[config.mk]
export PLATFORM = sky130hd
export DESIGN_NAME = face_box_tracker
export DESIGN_NICKNAME = d
export VERILOG_FILES = /design/src/rtl/face_box_tracker.sv
export SDC_FILE = /design/constraint.sdc
export NUM_CORES = 1
export LEC_CHECK = 0
export BUFFER_PORTS_ARGS = -buffer_cell sky130_fd_sc_hd__buf_2
export CAP_MARGIN = 20
export CORE_MARGIN = 3
export CORE_UTILIZATION = 37
export CTS_CLUSTER_SIZE = 12
export DETAILED_ROUTE_END_ITERATION = 6
export PLACE_DENSITY = 0.64
export SETUP_SLACK_MARGIN = 0.3
export SYNTH_ARGS = -nofsm -noshare
export SYNTH_HDL_FRONTEND = slang
export SYNTH_SLANG_ARGS = --single-unit
[constraint.sdc]
create_clock -name clk -period 9.93 [get_ports clk]
set_clock_uncertainty 0.1 [all_clocks]
set_input_delay 0.4965 -clock clk [delete_from_list [all_inputs] [get_ports clk]]
set_output_delay 0.4965 -clock clk [all_outputs]
set_load 0.005 [all_outputs]
[src/rtl/face_box_tracker.sv]
// Skin-chroma bounding-box tracker: learns chroma bounds from a central window
// during calibration, then publishes a per-frame box of matching pixels.
module face_box_tracker #(
  parameter int COORD_W   = 10,
  parameter int CAL_X0    = 280,
  parameter int CAL_X1    = 359,
  parameter int CAL_Y0    = 200,
  parameter int CAL_Y1    = 279,
  parameter int MARGIN    = 8,
  parameter int MIN_COUNT = 256,
  parameter int COUNT_W   = 19
) (
  input  logic               clk,
  input  logic               reset,
  input  logic               enable,
  input  logic               calibrate_enable,
  input  logic               error,
  input  logic               frame_start,
  input  logic               frame_end,
  input  logic               pixel_valid,
  input  logic [COORD_W-1:0] x,
  input  logic [COORD_W-1:0] y,
  input  logic [7:0]         red,
  input  logic [7:0]         green,
  input  logic [7:0]         blue,
  output logic               match_valid,
  output logic               match,
  output logic               cal_empty,
  output logic               box_valid,
  output logic               box_update,
  output logic [COORD_W-1:0] box_x0,
  output logic [COORD_W-1:0] box_x1,
  output logic [COORD_W-1:0] box_y0,
  output logic [COORD_W-1:0] box_y1
);

  localparam logic [COORD_W-1:0] WX0  = COORD_W'(CAL_X0);
  localparam logic [COORD_W-1:0] WX1  = COORD_W'(CAL_X1);
  localparam logic [COORD_W-1:0] WY0  = COORD_W'(CAL_Y0);
  localparam logic [COORD_W-1:0] WY1  = COORD_W'(CAL_Y1);
  localparam logic [8:0]         MRG  = 9'(MARGIN);
  localparam logic [COUNT_W-1:0] MINC = COUNT_W'(MIN_COUNT);

  typedef enum logic [1:0] {S_IDLE, S_CAL, S_TRACK} state_t;

  state_t               state_q, state_d;
  logic [7:0]           min1_q, min1_d, max1_q, max1_d, min2_q, min2_d, max2_q, max2_d;
  logic [15:0]          cal_cnt_q, cal_cnt_d;
  logic [7:0]           lo1_q, lo1_d, hi1_q, hi1_d, lo2_q, lo2_d, hi2_q, hi2_d;
  logic                 cal_empty_q, cal_empty_d;
  logic [COORD_W-1:0]   fx0_q, fx0_d, fx1_q, fx1_d, fy0_q, fy0_d, fy1_q, fy1_d;
  logic [COUNT_W-1:0]   fcnt_q, fcnt_d;
  logic                 match_q, match_d, mvalid_q, mvalid_d;
  logic                 bvalid_q, bvalid_d, bupdate_q, bupdate_d;
  logic [COORD_W-1:0]   bx0_q, bx0_d, bx1_q, bx1_d, by0_q, by0_d, by1_q, by1_d;

  logic [7:0]           d1, d2;
  logic                 in_win, hit;
  logic [COORD_W-1:0]   ax0, ax1, ay0, ay1;
  logic [COUNT_W-1:0]   acnt;
  logic [8:0]           t_lo1, t_hi1, t_lo2, t_hi2;

  function automatic logic [7:0] chroma(input logic [7:0] a, input logic [7:0] b);
    logic [8:0] diff;
    diff = {1'b0, a} - {1'b0, b};
    return diff[8] ? 8'd0 : diff[7:0];
  endfunction

  assign d1     = chroma(red, green);
  assign d2     = chroma(red, blue);
  assign in_win = pixel_valid && (x >= WX0) && (x <= WX1) && (y >= WY0) && (y <= WY1);
  assign hit    = pixel_valid && !cal_empty_q && (d1 >= lo1_q) && (d1 <= hi1_q)
                  && (d2 >= lo2_q) && (d2 <= hi2_q);

  // Widened thresholds; the 9th bit flags under/overflow so we can saturate.
  assign t_lo1 = {1'b0, min1_q} - MRG;
  assign t_lo2 = {1'b0, min2_q} - MRG;
  assign t_hi1 = {1'b0, max1_q} + MRG;
  assign t_hi2 = {1'b0, max2_q} + MRG;

  always_comb begin
    state_d     = state_q;
    min1_d      = min1_q;
    max1_d      = max1_q;
    min2_d      = min2_q;
    max2_d      = max2_q;
    cal_cnt_d   = cal_cnt_q;
    lo1_d       = lo1_q;
    hi1_d       = hi1_q;
    lo2_d       = lo2_q;
    hi2_d       = hi2_q;
    cal_empty_d = cal_empty_q;
    fx0_d       = fx0_q;
    fx1_d       = fx1_q;
    fy0_d       = fy0_q;
    fy1_d       = fy1_q;
    fcnt_d      = fcnt_q;
    match_d     = 1'b0;
    mvalid_d    = 1'b0;
    bvalid_d    = bvalid_q;
    bupdate_d   = 1'b0;
    bx0_d       = bx0_q;
    bx1_d       = bx1_q;
    by0_d       = by0_q;
    by1_d       = by1_q;
    ax0         = fx0_q;
    ax1         = fx1_q;
    ay0         = fy0_q;
    ay1         = fy1_q;
    acnt        = fcnt_q;

    case (state_q)
      S_IDLE: begin
        if (!error) begin
          if (calibrate_enable) begin
            state_d   = S_CAL;
            min1_d    = 8'hFF;
            min2_d    = 8'hFF;
            max1_d    = 8'h00;
            max2_d    = 8'h00;
            cal_cnt_d = '0;
          end else if (enable) begin
            state_d = S_TRACK;
          end
        end
      end

      S_CAL: begin
        if (error) begin
          state_d = S_IDLE;
        end else if (!calibrate_enable) begin
          state_d     = S_IDLE;
          lo1_d       = t_lo1[8] ? 8'd0 : t_lo1[7:0];
          lo2_d       = t_lo2[8] ? 8'd0 : t_lo2[7:0];
          hi1_d       = t_hi1[8] ? 8'hFF : t_hi1[7:0];
          hi2_d       = t_hi2[8] ? 8'hFF : t_hi2[7:0];
          cal_empty_d = (cal_cnt_q == '0);
        end else if (in_win) begin
          if (d1 < min1_q) min1_d = d1;
          if (d1 > max1_q) max1_d = d1;
          if (d2 < min2_q) min2_d = d2;
          if (d2 > max2_q) max2_d = d2;
          if (cal_cnt_q != '1) cal_cnt_d = cal_cnt_q + 16'd1;
        end
      end

      S_TRACK: begin
        if (error || !enable) begin
          state_d   = S_IDLE;
          bvalid_d  = 1'b0;
          bupdate_d = bvalid_q;
          fx0_d     = '1;
          fx1_d     = '0;
          fy0_d     = '1;
          fy1_d     = '0;
          fcnt_d    = '0;
        end else begin
          mvalid_d = pixel_valid;
          match_d  = hit;
          // With frame_end in the same cycle the old frame is published first.
          if (frame_start && !frame_end) begin
            ax0  = '1;
            ax1  = '0;
            ay0  = '1;
            ay1  = '0;
            acnt = '0;
          end
          if (hit) begin
            if (x < ax0) ax0 = x;
            if (x > ax1) ax1 = x;
            if (y < ay0) ay0 = y;
            if (y > ay1) ay1 = y;
            if (acnt != '1) acnt = acnt + 1'b1;
          end
          if (frame_end) begin
            bupdate_d = 1'b1;
            bvalid_d  = (acnt >= MINC);
            if (acnt >= MINC) begin
              bx0_d = ax0;
              bx1_d = ax1;
              by0_d = ay0;
              by1_d = ay1;
            end
            fx0_d  = '1;
            fx1_d  = '0;
            fy0_d  = '1;
            fy1_d  = '0;
            fcnt_d = '0;
          end else begin
            fx0_d  = ax0;
            fx1_d  = ax1;
            fy0_d  = ay0;
            fy1_d  = ay1;
            fcnt_d = acnt;
          end
        end
      end

      default: state_d = S_IDLE;
    endcase
  end

  always_ff @(posedge clk) begin
    if (!reset) begin
      state_q     <= S_IDLE;
      min1_q      <= 8'hFF;
      min2_q      <= 8'hFF;
      max1_q      <= 8'h00;
      max2_q      <= 8'h00;
      cal_cnt_q   <= '0;
      lo1_q       <= '0;
      hi1_q       <= '0;
      lo2_q       <= '0;
      hi2_q       <= '0;
      cal_empty_q <= 1'b0;
      fx0_q       <= '1;
      fx1_q       <= '0;
      fy0_q       <= '1;
      fy1_q       <= '0;
      fcnt_q      <= '0;
      match_q     <= 1'b0;
      mvalid_q    <= 1'b0;
      bvalid_q    <= 1'b0;
      bupdate_q   <= 1'b0;
      bx0_q       <= '0;
      bx1_q       <= '0;
      by0_q       <= '0;
      by1_q       <= '0;
    end else begin
      state_q     <= state_d;
      min1_q      <= min1_d;
      min2_q      <= min2_d;
      max1_q      <= max1_d;
      max2_q      <= max2_d;
      cal_cnt_q   <= cal_cnt_d;
      lo1_q       <= lo1_d;
      hi1_q       <= hi1_d;
      lo2_q       <= lo2_d;
      hi2_q       <= hi2_d;
      cal_empty_q <= cal_empty_d;
      fx0_q       <= fx0_d;
      fx1_q       <= fx1_d;
      fy0_q       <= fy0_d;
      fy1_q       <= fy1_d;
      fcnt_q      <= fcnt_d;
      match_q     <= match_d;
      mvalid_q    <= mvalid_d;
      bvalid_q    <= bvalid_d;
      bupdate_q   <= bupdate_d;
      bx0_q       <= bx0_d;
      bx1_q       <= bx1_d;
      by0_q       <= by0_d;
      by1_q       <= by1_d;
    end
  end

  assign match_valid = mvalid_q;
  assign match       = match_q;
  assign cal_empty   = cal_empty_q;
  assign box_valid   = bvalid_q;
  assign box_update  = bupdate_q;
  assign box_x0      = bx0_q;
  assign box_x1      = bx1_q;
  assign box_y0      = by0_q;
  assign box_y1      = by1_q;

endmodule

Word-level counts from Yosys, hierarchy flattened
Cells that the tools add are included.
{"block": "word_totals", "regBits": 186, "elab_cells": 185}
{"block": "op_classes", "add_sub_neg": 8, "magnitude_cmp": 17, "n_eq_ne": 17, "muxes": 85, "bitwise": 5, "reduce_logical": 29}
{"op": "2-to-1 mux 10 bit", "count": 28}
{"op": "2-to-1 mux 8 bit", "count": 26}
{"op": "2-to-1 mux 19 bit", "count": 9}
{"op": "2-to-1 mux 16 bit", "count": 6}
{"op": "one-hot mux 8 bit (2 select lines)", "count": 4}
{"op": "AND reduction 7 bit", "count": 5}
{"op": "one-hot mux 16 bit (2 select lines)", "count": 1}
{"op": "inequality test 2 bit (second input constant)", "count": 11}
{"op": "greater-than comparator 10 bit", "count": 2}
{"op": "less-or-equal comparator 10 x 9 -> 1 bit (second input constant)", "count": 2}
{"op": "< comparator 10 bit", "count": 2}
{"op": "adder 19 x 1 -> 19 bit (second input constant)", "count": 1}
{"op": ">= comparator 19 x 9 -> 1 bit (second input constant)", "count": 1}
{"op": "inequality test 19 bit (second input constant)", "count": 1}
{"op": "adder 8 x 4 -> 9 bit (second input constant)", "count": 2}
{"op": "subtractor 8 x 4 -> 9 bit (second input constant)", "count": 2}
{"op": "subtractor 8 x 8 -> 9 bit", "count": 2}
{"op": "adder 16 x 1 -> 16 bit (second input constant)", "count": 1}
{"op": ">= comparator 8 bit", "count": 2}
{"op": "greater-than comparator 8 bit", "count": 2}
{"op": "less-or-equal comparator 8 bit", "count": 2}
{"op": "zero test 16 bit", "count": 1}
{"op": "< comparator 8 bit", "count": 2}
{"op": "inequality test 16 bit (second input constant)", "count": 1}
{"op": "18 further kinds", "count": 45}

Depth between registers and ports, before layout
Gate-level depths: netlist (run 1).
{"block": "logic_depth", "depth_word": 13, "ltp_mapped": 25, "depth_no_buf": 22}

Worst setup path after synthesis (run 1)
No wires, ideal clock.
{"block": "synth_path", "kind": "input -> register", "startpoint": "input red[0]", "endpoint": "register bx0_q[9] (netlist: box_x0[9])", "arrival_ns": 4.850, "required_time_ns": 9.758, "setup_slack_ns": 4.908, "stages": 25, "path_cell_list": "inv_1 > ha_1 > inv_1 > fa_1 > a21o_1 > a21oi_1 > nand2b_1 > a21oi_1 > o41ai_1 > or3b_2 > inv_1 > ha_1 > and4_1 > nand2b_1 > a21oi_1 > nand4_1 > nor3b_1 > and2_2 > buf_6 > nor2_1 > a211oi_2 > a31o_1 > buf_6 > buf_6 > mux2i_1"}
{"block": "synth_between", "elab_chain_cells": 12, "word_cells_on_any_way": 18, "classes_between": "add/sub (2); order compare (5); mux (6); reduce/logical (5)"}
{"item": "start: declaration", "line_no": "23", "text": "input logic [7:0] red,"}
{"item": "subtractor 8 x 8 -> 9 bit", "line_no": "65", "text": "diff = {1'b0, a} - {1'b0, b};"}
{"item": "2-to-1 mux 8 bit", "line_no": "66", "text": "return diff[8] ? 8'd0 : diff[7:0];"}
{"item": ">= comparator 8 bit", "line_no": "72", "text": "assign hit = pixel_valid && !cal_empty_q && (d1 >= lo1_q) && (d1 <= hi1_q)"}
{"item": "logical AND 1 bit (2 in a row)", "line_no": "72"}
{"item": "logical AND 1 bit", "line_no": "73", "text": "&& (d2 >= lo2_q) && (d2 <= hi2_q);"}
{"item": "logical AND 1 bit (*)", "line_no": "73"}
{"item": "2-to-1 mux 19 bit", "line_no": "168", "text": "if (hit) begin"}
{"item": "2-to-1 mux 19 bit", "line_no": "148", "text": "if (error || !enable) begin"}
{"item": "2-to-1 mux 19 bit", "line_no": "112", "text": "case (state_q)"}
{"item": ">= comparator 19 x 9 -> 1 bit", "line_no": "178", "text": "if (acnt >= MINC) begin"}
{"item": "AND reduction 4 bit (no line)"}
{"item": "end signal: assignment", "line_no": "225", "text": "bx0_q <= '0;"}
{"item": "end signal: assignment", "line_no": "250", "text": "bx0_q <= bx0_d;"}
{"item": "end: declaration", "line_no": "55", "text": "logic [COORD_W-1:0] bx0_q, bx0_d, bx1_q, bx1_d, by0_q, by0_d, by1_q, by1_d;"}
Every way passes the cells marked *; elsewhere a longest branch is shown, timed or not. The select of a mux whose other input is x is not followed.
A chain may end at the register's enable or synchronous reset.

Final worst setup path (run 1)
{"block": "layout_path", "startpoint": "input red[0]", "endpoint": "register bx0_q[6] (netlist: box_x0[6])"}
Same word-level chain as after synthesis.

==> results of run 1 <==
worst max-delay path by stage:
stage	startpoint	to	slack, ns	cells after the start
after floorplan	red[0]	box_x0[9]	4.91	25
after global placement	red[0]	box_x0[7]	3.46	23
after detailed placement	red[0]	box_x1[4]	3.15	23
after CTS	red[0]	box_x1[4]	3.60	23
after global routing	red[0]	box_x0[4]	3.01	23
final	red[0]	box_x0[6]	3.51	23
area by class of cell:
cell class	instances	area, sq um
Clock inverter	11	113
Sequential cell	186	3720
Multi-Input combinational cell	1058	7080
Fill cell	3099	17800
Clock buffer	21	450
Timing Repair Buffer	109	581
Inverter	125	469
Tap cell	396	495
stage by stage:
stage	cell area, sq um	utilization	hold WS [ns]
final	12900	0.421	0.253
after global routing	12900	0.421	0.253
after CTS	12900	0.421	0.231
after detailed placement	12400	0.403	0.349
after global placement	12400	0.403	0.342
after floorplan	11600	-	0.342
cells in the mapped netlist (22+ instances only):
master | number | area, sq um
a21o_1 | 25 | 188
nand3_1 | 31 | 155
o211ai_1 | 25 | 188
nand2_1 | 195 | 732
clkbuf_1 | 52 | 195
dfxtp_1 | 186 | 3720
a22oi_1 | 38 | 285
nand4_1 | 26 | 163
a21oi_1 | 86 | 430
nor2_1 | 144 | 541
o21ai_0 | 44 | 220
ha_1 | 119 | 1490
nor3_1 | 22 | 110
inv_1 | 125 | 469
mux2i_1 | 69 | 691
flip-flops by register name (all words and copies together) (netlist names), 10 cells and up:
signal / cells
box_y1: 10
fy1_q: 10
box_x1: 10
fx1_q: 10
fy0_q: 10
box_y0: 10
fx0_q: 10
box_x0: 10
cal_cnt_q: 16
fcnt_q: 19
where the power goes:
part	leakage (nW)	internal, W	switching, W
clock network	0.267	0.000357	0.000319
registers	1.50	0.000750	0.00000404
logic	3.97	0.000114	0.000190
layer usage:
layer	share of wire	GRT usage	wire length (um)
met1	0.48	0.244	14500
met2	0.46	0.294	13700
met3	0.047	0.0286	1400
met4	0.014	0.0475	415
met5	0	0	0
worst reg2reg max path, stage by stage (launching register included):
cell      delay, ns
dfxtp_1        0.33
inv_1          0.05
ha_1           0.29
nand2_1        0.07
o41ai_1        0.66
nand4_1        0.28
nor3b_1        0.56
and2_2         0.41
a22oi_1        0.11
a211oi_1       0.25
a31o_2         0.61
buf_4          0.48
mux2i_1        0.25
kinds of logic (layout without fill, tap and decap cells):
kind of cell               after synthesis  in the layout  synth area share
xor gates and xnor gates                28             28            0.0212
muxes                                   72             72            0.0627
DFF                                    186            186             0.322
AOI/OAI and AO/OA                      326            326             0.192
buffers and inverters                  192            266            0.0677
and+or+nand+nor                        510            510             0.201
adders and majority gates              122            122             0.133
==> run metrics, run 1 <==
Die Ht=183 um; fraction of registers with async set/reset=0; syn_nets=1609; initial detailed-routing violation count=657; vias in the first global route=9859; CORE AREA=0.0307 sq mm; violated checks=DRC; CTS tree=done; critical path peak fanout=23; Max-slew headroom=0.242; dpl cells=1874; post-cts resize count=0; total of max-cap violations=0; dpl hpwl=21.7 mm; IO Port Bufs=96; Area Growth Syn to Fin=11.7%; Hold Crit Start=calibrate_enable; min Tclk post-route=6.42 ns; library cells used by synthesis=73; syn avg cell area=8.05 sq um; WL final=30.0 mm; Hold Vio Cnt, Final=0; CP bufs+invs=4; GRT overflow=0; Final Max Slew Viols=0; Hold Crit Depth=2; Hold Path Class=in2reg; Reg clk slew, reported paths=0.07 ns; sequential share of the synthesized area=0.322; Hold Crit Endpoint=state_q[1]; Crit path arrival time=6.69 ns; Pwr Total=0.00174 W; leading register cell type out of synthesis=dfxtp_1; CP top delay family=compound AO/OA/AOI/OAI gates; commonest non-fill, non-tap cell in the layout=nand2_1; maximum buffer depth of the clock tree=2; Worst setup EP type=register; worst path cell trace=buf_2 > inv_1 > ha_1 > inv_1 > fa_1 > a21o_1 > a21oi_1 > nand2b_1 > a21oi_1 > o41ai_1 > nor3_1 > ha_1 > nand4_1 > nand2b_1 > a21oi_1 > nand4_1 > nor3b_1 > and2_2 > a22oi_1 > a211oi_1 > a31o_2 > buf_4 > mux2i_1; Starting Density=0.377; drt wl/cell=15.7 um; # clock sinks=186; most frequent cells in the layout=nand2_1 (195), dfxtp_1 (186), nor2_1 (144); CTS root buffer=clkbuf_16; cell area after synthesis=0.0116 sq mm; # hold bufs at CTS=0; fin cells=1906; PnR worst setup slack=3.51 ns; GPL Wtd Cong=0.857; Crit-path slowest cell=o41ai_1; reg-to-reg endpoint=box_x0[6]; flop-to-flop setup slack=5.40 ns; clock buffer count from CTS=17; share of cells above drive strength 1=0.117; Vias/cell=5.45; Setup Crit Path Kind=in2reg; Reg2Reg Depth=12; cell mode on critical path=a21oi_1; drt pass-1 iters=7; Power Dens Cells=134 mW/mm^2; die width=183 um; n_diodes=0; Worst setup SP type=primary input; DRC viols=1; initial antenna violation count=0; flops & latches, synth=186; postcts setup bufs=0; Total GRT Usage=0.178; LEAKAGE=5.74 nW; FP Rows=64; Layout Nets=1670; largest net degree at the start of global routing=84; endpoints failing setup=0; setup_tns=0 ns; RSZ-0062 raised after global routing=no; Required @ worst endpoint=10.20 ns; Ys Warns=0; Final period util=0.646; worst slew pin tran=1.14 ns; post-route ant nets=0; DP Worst Slack=3.15 ns; maximum clock rate=156 MHz; DR vias=10383; status=complete, but fails checks; crit-path max cell delay=0.71 ns; Post-Synthesis Cells=1436; worst-skew pair later-pin latency=0.44 ns; Post-synth EDFFs=0; worst reg2reg startpoint=lo1_q[7]; Ports=97; Worst VDD drop=0.119 mV; Die ar.=0.0334 sq mm; first-pass GRT wire length=49.6 mm; htree depth=4
Note: power is estimated with default switching activity, not from simulation.
==> run 2: changes to the inputs <==
Settings changed: ABC_AREA set to 1, PLACE_DENSITY 0.64 to 0.66.
Clock period 9.93 ns to 5.2 ns, I/O delays scaled along.
==> run 2 against run 1 <==
  * The flow now finishes without violations
  * Register-to-register slack lost 4.3 ns
  * Clock power grew 100%
  * Area after synthesis grew 6.0%
  * Non-clock buffer count grew 12
  * Via count grew 15%
  * Global-route usage grew 0.62 points
  * Sequential share of layout area shrank 1.9 points
  * Critical path depth grew 11
  * Critical endpoint is now box_x0[7]
==> run metrics, run 2 <==
status=finished clean; area share of the largest cell type after synthesis=0.304 (-0.0181); Yosys top cell by area=dfxtp_1; worst-skew pair later-pin latency=0.44 ns (about the same); DR vias=11893 (+15%); critical path peak fanout=41 (+78%); Post-synth top cells=nand2_1 (462), inv_1 (240), nor2_1 (202), dfxtp_1 (186), a21oi_1 (164); reg-to-reg endpoint=hi2_q[4]; worst slew pin tran=1.04 ns (-0.0905 ns); Post-synth EDFFs=0 (unchanged); flop-to-flop setup slack=1.06 ns (-4.34 ns); dominant cells by area after synthesis=dfxtp_1 (30%), nand2_1 (14%), ha_1 (12%), inv_1 (7.4%), a21oi_1 (6.7%); Multi-input gate area=0.00731 sq mm (+3.2%); htree depth=4 (unchanged); Crit-path slowest cell=fa_1; cell mode on critical path=nand2_1; Crit path arrival time=4.52 ns (-2.17 ns); syn_nets=2026 (+26%); number of fill cells=3351 (+8.1%); endpoints failing setup=0 (unchanged); total of max-cap violations=0 (unchanged); Hold Vio Cnt, Final=0 (unchanged); Area Growth Syn to Fin=12.8%; Max-slew headroom=0.304 (+0.0616); maximum clock rate=233 MHz; Ys Warns=0 (unchanged); crit-path max cell delay=0.40 ns (-0.31 ns); post-route ant nets=0 (unchanged); Required @ worst endpoint=5.43 ns (-4.77 ns); RSZ-0062 raised after global routing=no; die width=188 um (+2.8%); vias in the first global route=11199 (+14%); FP Rows=66 (+3.1%); biggest regs=fcnt_q x19, cal_cnt_q x16; Starting Density=0.376 (-0.00143); Power Dens Cells=264 mW/mm^2 (+97%); Reg clk slew, reported paths=0.07 ns (about the same); maximum buffer depth of the clock tree=2 (unchanged); drt pass-1 iters=5 (-2); CTS root buffer=clkbuf_16; Die ar.=0.0353 sq mm (+5.8%); Hold Crit Depth=3 (+1); Post-Synthesis Cells=1853 (+29%); Final period util=0.825; clock buffer count from CTS=17 (unchanged); LEAKAGE=6.19 nW (+7.9%); library cells used by synthesis=49 (-33%); Layout Utilization=0.424 (+0.00264); Ports=97 (unchanged); Die Ht=188 um (+2.8%); Hold Path Class=in2reg; flops & latches, synth=186 (unchanged); GPL Wtd Cong=0.876 (+2.2%); CORE AREA=0.0326 sq mm (+6.4%); min Tclk post-route=4.29 ns; sequential share of the synthesized area=0.304 (-0.0181); dpl hpwl=23.8 mm (+9.7%); dpl cells=2341 (+25%); number of flip-flops in the largest register=19 (unchanged); fin cells=2378 (+25%); setup_tns=0 ns (unchanged); Worst VDD drop=0.171 mV (+43%); leading register cell type out of synthesis=dfxtp_1; Vias/cell=5.00 (-8.2%); Biggest register=fcnt_q; Final Max Slew Viols=0 (unchanged); most frequent cells in the layout=nand2_1 (460), inv_1 (239), nor2_1 (199); syn avg cell area=6.61 sq um (-18%); fraction of registers with async set/reset=0 (unchanged); IO Port Bufs=96 (unchanged); # clock sinks=186 (unchanged); Hold Crit Start=calibrate_enable; initial antenna violation count=4 (+4); drt wl/cell=13.9 um (-12%); Reg area=0.00372 sq mm (unchanged); share of cells above drive strength 1=0.0978 (-0.0194); CTS tree=done; Hold Crit Endpoint=state_q[0]; Total GRT Usage=0.185 (+0.00616); largest net degree at the start of global routing=68 (-19%); Worst setup SP type=primary input; Worst setup EP type=register; Reg2Reg Depth=9 (-3); Layout Nets=2092 (+25%); initial detailed-routing violation count=752 (+14%); WL final=33.0 mm (+10%); Setup Crit Path Kind=in2reg; worst reg2reg startpoint=state_q[0]; commonest non-fill, non-tap cell in the layout=nand2_1; first-pass GRT wire length=54.2 mm (+9.2%); cell area after synthesis=0.0123 sq mm (+6.0%); GRT overflow=0 (unchanged); DRC viols=0 (-1); count leader, synth=nand2_1
## run 2: area by class of cell
type	instances	area share
clock inverters	14	0.0131
flip-flops and latches	186	0.269
well taps	442	0.0400
repair buffers	121	0.0502
multi-input cells	1348	0.529
inverters	245	0.0666
clock buffers	18	0.0310
diodes	4	0.000724
## run 2: critical path: cells and delay by family
family	cells	cell delay, ns
buffers and inverters	6	0.79
adders and majority gates	3	0.87
AOI/OAI and AO/OA	6	0.74
and+or+nand+nor	19	1.84
## run 2: power breakdown
part	internal [W]	total, W	switching (W)
clock	0.000769	0.00137	0.000603
sequential	0.00145	0.00148	0.0000217
combinational	0.000264	0.000807	0.000543
## run 2: what timing repair did
item | in CTS | in global routing
resized for setup | 0 | 9
setup buffers | 0 | 0
hold endpoints to repair | 1 | 0
endpoints found under the setup margin | 0 | 51
hold buffers | 1 | 0
## run 2: metal layers
metal	vias to the layer above	share of wire	global-route usage
met2	292	0.45	0.313
met3	53	0.053	0.0292
met1	5362	0.47	0.239
met5	-	0	0
met4	0	0.027	0.0646
li1	6186	-	-
## run 2: worst max path at each step
| stage | cells past startpoint | startpoint | end |
|---|---|---|---|
| 3_5_place_dp | 30 | red[0] | box_x0[0] |
| 2_1_floorplan | 32 | red[0] | box_x0[9] |
| 3_3_place_gp | 34 | red[0] | box_y1[0] |
| 6_report | 34 | red[0] | box_x0[7] |
| 4_1_cts | 30 | red[0] | box_x0[0] |
| 5_1_grt | 33 | red[0] | box_y0[5] |
## run 2: per-stage QoR
step	power, W	cell area [sq um]	hold slack, ns	setup slack (ns)
floorplan	0.00208	12300	0.250	1.13
finish	0.00366	13800	0.0350	0.911
detailed placement	0.00229	13200	0.353	0.263
CTS	0.00368	13800	0.0101	0.724
global placement	0.00228	13200	0.344	0.341
global route	0.00385	13800	0.0186	0.301
## run 2: kinds of logic (layout without fill, tap and decap cells)
kind of cell / after synthesis / after routing / synth area share
AND/OR/NAND/NOR: 876 / 876 / 0.305
XOR/XNOR: 23 / 23 / 0.0164
AO/OA/AOI/OAI: 328 / 328 / 0.148
other: 0 / 4 / 0
adder cells (fa/ha/maj): 121 / 121 / 0.125
buffers and inverters: 319 / 398 / 0.102
flip-flops: 186 / 186 / 0.304
==> run 3: changes to the inputs <==
Clock period 5.2 ns to 3.6 ns, I/O delays scaled along.
==> run 3 against run 2 <==
  * The run now ends with setup timing left
  * First-iteration DRC count up 18%
  * Cell count is 6.6% higher
  * Final area up 16%
  * Critical path depth fell by 2
  * Register-to-register slack got worse by 0.47 ns
  * Total power up 60%
  * Flip-flop and latch count unchanged
  * Via count up 8.3%
  * Clock power up 36%
  * Worst hold slack barely moved
  * Die area is the same
  * Wire length up 8.4%
  * Critical endpoint is now box_x0[6]
  * Largest cell class unchanged
==> run metrics, run 3 (same netlist as run 2, synthesis figures left out) <==
Hold Path Class=in2reg; WL final=35.8 mm (+8.4%); Vias/cell=5.08 (+1.6%); Ports=97 (unchanged); Required @ worst endpoint=3.85 ns (-1.58 ns); PnR worst setup slack=-0.334 ns (-1.25 ns); DR vias=12885 (+8.3%); Biggest register=fcnt_q; vias in the first global route=12093 (+8.0%); die width=188 um (unchanged); Worst VDD drop=0.340 mV (+99%); maximum clock rate=254 MHz; cell mode on critical path=nand2_2; total of max-cap violations=0 (unchanged); maximum buffer depth of the clock tree=2 (unchanged); Worst setup EP type=register; LEAKAGE=7.21 nW (+16%); violated checks=setup timing; Crit. Startpoint=red[0]; Die Ht=188 um (unchanged); Hold Crit Start=reset; endpoints failing setup=80 (+80); worst-skew pair later-pin latency=0.45 ns (about the same); Starting Density=0.376 (unchanged); met3 routed WL=1.63 mm (-6.6%); Post-DP Area=0.0141 sq mm (+7.5%); fin area=0.0160 sq mm (+16%); initial detailed-routing violation count=890 (+18%); met2 WL=16.7 mm (+12%); Setup Crit Path Kind=in2reg; CORE AREA=0.0326 sq mm (unchanged); Layout Nets=2253 (+7.7%); htree depth=4 (unchanged); first-pass GRT wire length=57.8 mm (+6.7%); Reg2Reg Depth=13 (+4); worst reg2reg startpoint=state_q[0]; Max-slew headroom=0.503 (+0.200); share of cells above drive strength 1=0.239 (+0.142); top layer reached by signal wires=met4; GRT overflow=0 (unchanged); min Tclk post-route=3.93 ns; Hold Vio Cnt, Final=0 (unchanged); Area Growth Syn to Fin=31.0%; Hold Slack=0.0351 ns (+0.0000922 ns); commonest non-fill, non-tap cell in the layout=nand2_1; CP bufs+invs=7 (+1); Crit path arrival time=4.18 ns (-0.34 ns); number of flip-flops in the largest register=19 (unchanged); Final period util=1.09; dpl hpwl=25.2 mm (+5.9%); Power Dens Cells=365 mW/mm^2 (+38%); Die ar.=0.0353 sq mm (unchanged); worst slew pin tran=0.743 ns (-0.301 ns); IO Port Bufs=96 (unchanged); RSZ-0062 raised after global routing=yes; post-route ant nets=0 (unchanged); largest net degree at the start of global routing=71 (+4.4%); Hold Crit Depth=2 (-1); reg-to-reg endpoint=max2_q[5]; CTS tree=done; number of fill cells=3141 (-6.3%); Worst setup SP type=primary input; crit-path max cell delay=0.36 ns (-0.04 ns); Reg clk slew, reported paths=0.08 ns (about the same); most frequent cells in the layout=nand2_1 (433), inv_1 (226), dfxtp_1 (186); CTS root buffer=clkbuf_16; GPL Wtd Cong=0.914 (+4.4%); n_diodes=0 (-4); DRC viols=0 (unchanged); # clock sinks=186 (unchanged); CP top delay family=simple AND/OR/NAND/NOR gates; Final Max Slew Viols=0 (unchanged); Crit-path slowest cell=fa_2; DP Worst Slack=-0.809 ns (-1.07 ns); biggest regs=fcnt_q x19, cal_cnt_q x16; clock buffer count from CTS=17 (unchanged); Total GRT Usage=0.195 (+0.0100); flop-to-flop setup slack=0.59 ns (-0.47 ns); FP Rows=66 (unchanged); met1 wire length=16.6 mm (+7.9%); status=complete, but fails checks; drt wl/cell=14.1 um (+1.7%); initial antenna violation count=0 (-4); Hold Crit Endpoint=min2_q[2]; drt pass-1 iters=7 (+2); critical path peak fanout=14 (-66%)
## run 3: cell types whose count changed in the layout (fill, tap and decap cells not counted), sizes merged, moves of 2 or more
cell	delta
buf	+156
clkinv	+2
bufinv	-3
dlygate4sd3	+3
diode	-4
clkbuf	+2
## run 3: worst max-delay path by stage
stage	end	slack, ns	cells after the start
floorplan	box_y0[0]	-0.09	32
global placement	box_x1[6]	-0.73	31
detailed placement	box_x1[0]	-0.81	32
CTS	box_x1[9]	-0.16	33
global route	box_x1[9]	-0.60	33
finish	box_x0[6]	-0.33	32
## run 3: worst reg2reg max path, stage by stage, from the launching register on
cell      delay [ns]
dfxtp_1         0.65
inv_1           0.13
nor2_1          0.16
buf_4           0.29
o21ai_0         0.16
buf_4           0.18
inv_1           0.05
nor2_1          0.06
nand2_1         0.15
clkinv_1        0.38
nand2_1         0.29
buf_6           0.17
nand2_1         0.08
a21oi_2         0.13
## run 3: cell type report
cell class,count,area (sq um),share of cell area
multi-input combinational,1348,8040,0.501
sequential,186,3720,0.232
timing repair buffer,282,2200,0.137
inverter,245,956,0.0596
tap,442,553,0.0345
clock buffer,18,429,0.0267
clock inverter,14,151,0.00943
## run 3: stage by stage
step                std cells  total power, W   util  TNS, ns
floorplan                1853         0.00304      -    -3.35
global placement         2445         0.00350  0.434   -52.51
detailed placement       2446         0.00353  0.434   -60.75
CTS                      2510         0.00567  0.467    -5.63
global route             2535         0.00617  0.492   -39.80
finish                   2535         0.00586  0.492   -20.41
## run 3: per-layer routing
metal	global-route usage	up-vias
met2	0.326	330
li1	-	6509
met4	0.0580	0
met1	0.265	5990
met5	0	-
met3	0.0202	56
## run 3: report_power, final
| group | internal [W] | switching (W) | leakage (nW) |
|---|---|---|---|
| logic | 0.000847 | 0.00101 | 5.43 |
| registers | 0.00210 | 0.0000320 | 1.51 |
| clock network | 0.000930 | 0.000943 | 0.281 |
| total | 0.00388 | 0.00198 | 7.21 |
## run 3: timing repair
action | CTS | global route
endpoints found under the setup margin | 99 | 136
pin swaps | 18 | 50
endpoints found under the hold margin | 3 | 0
buffers inserted | 25 | 20
resized for setup | 68 | 163
gates cloned | 3 | 5
hold buffers | 4 | 0
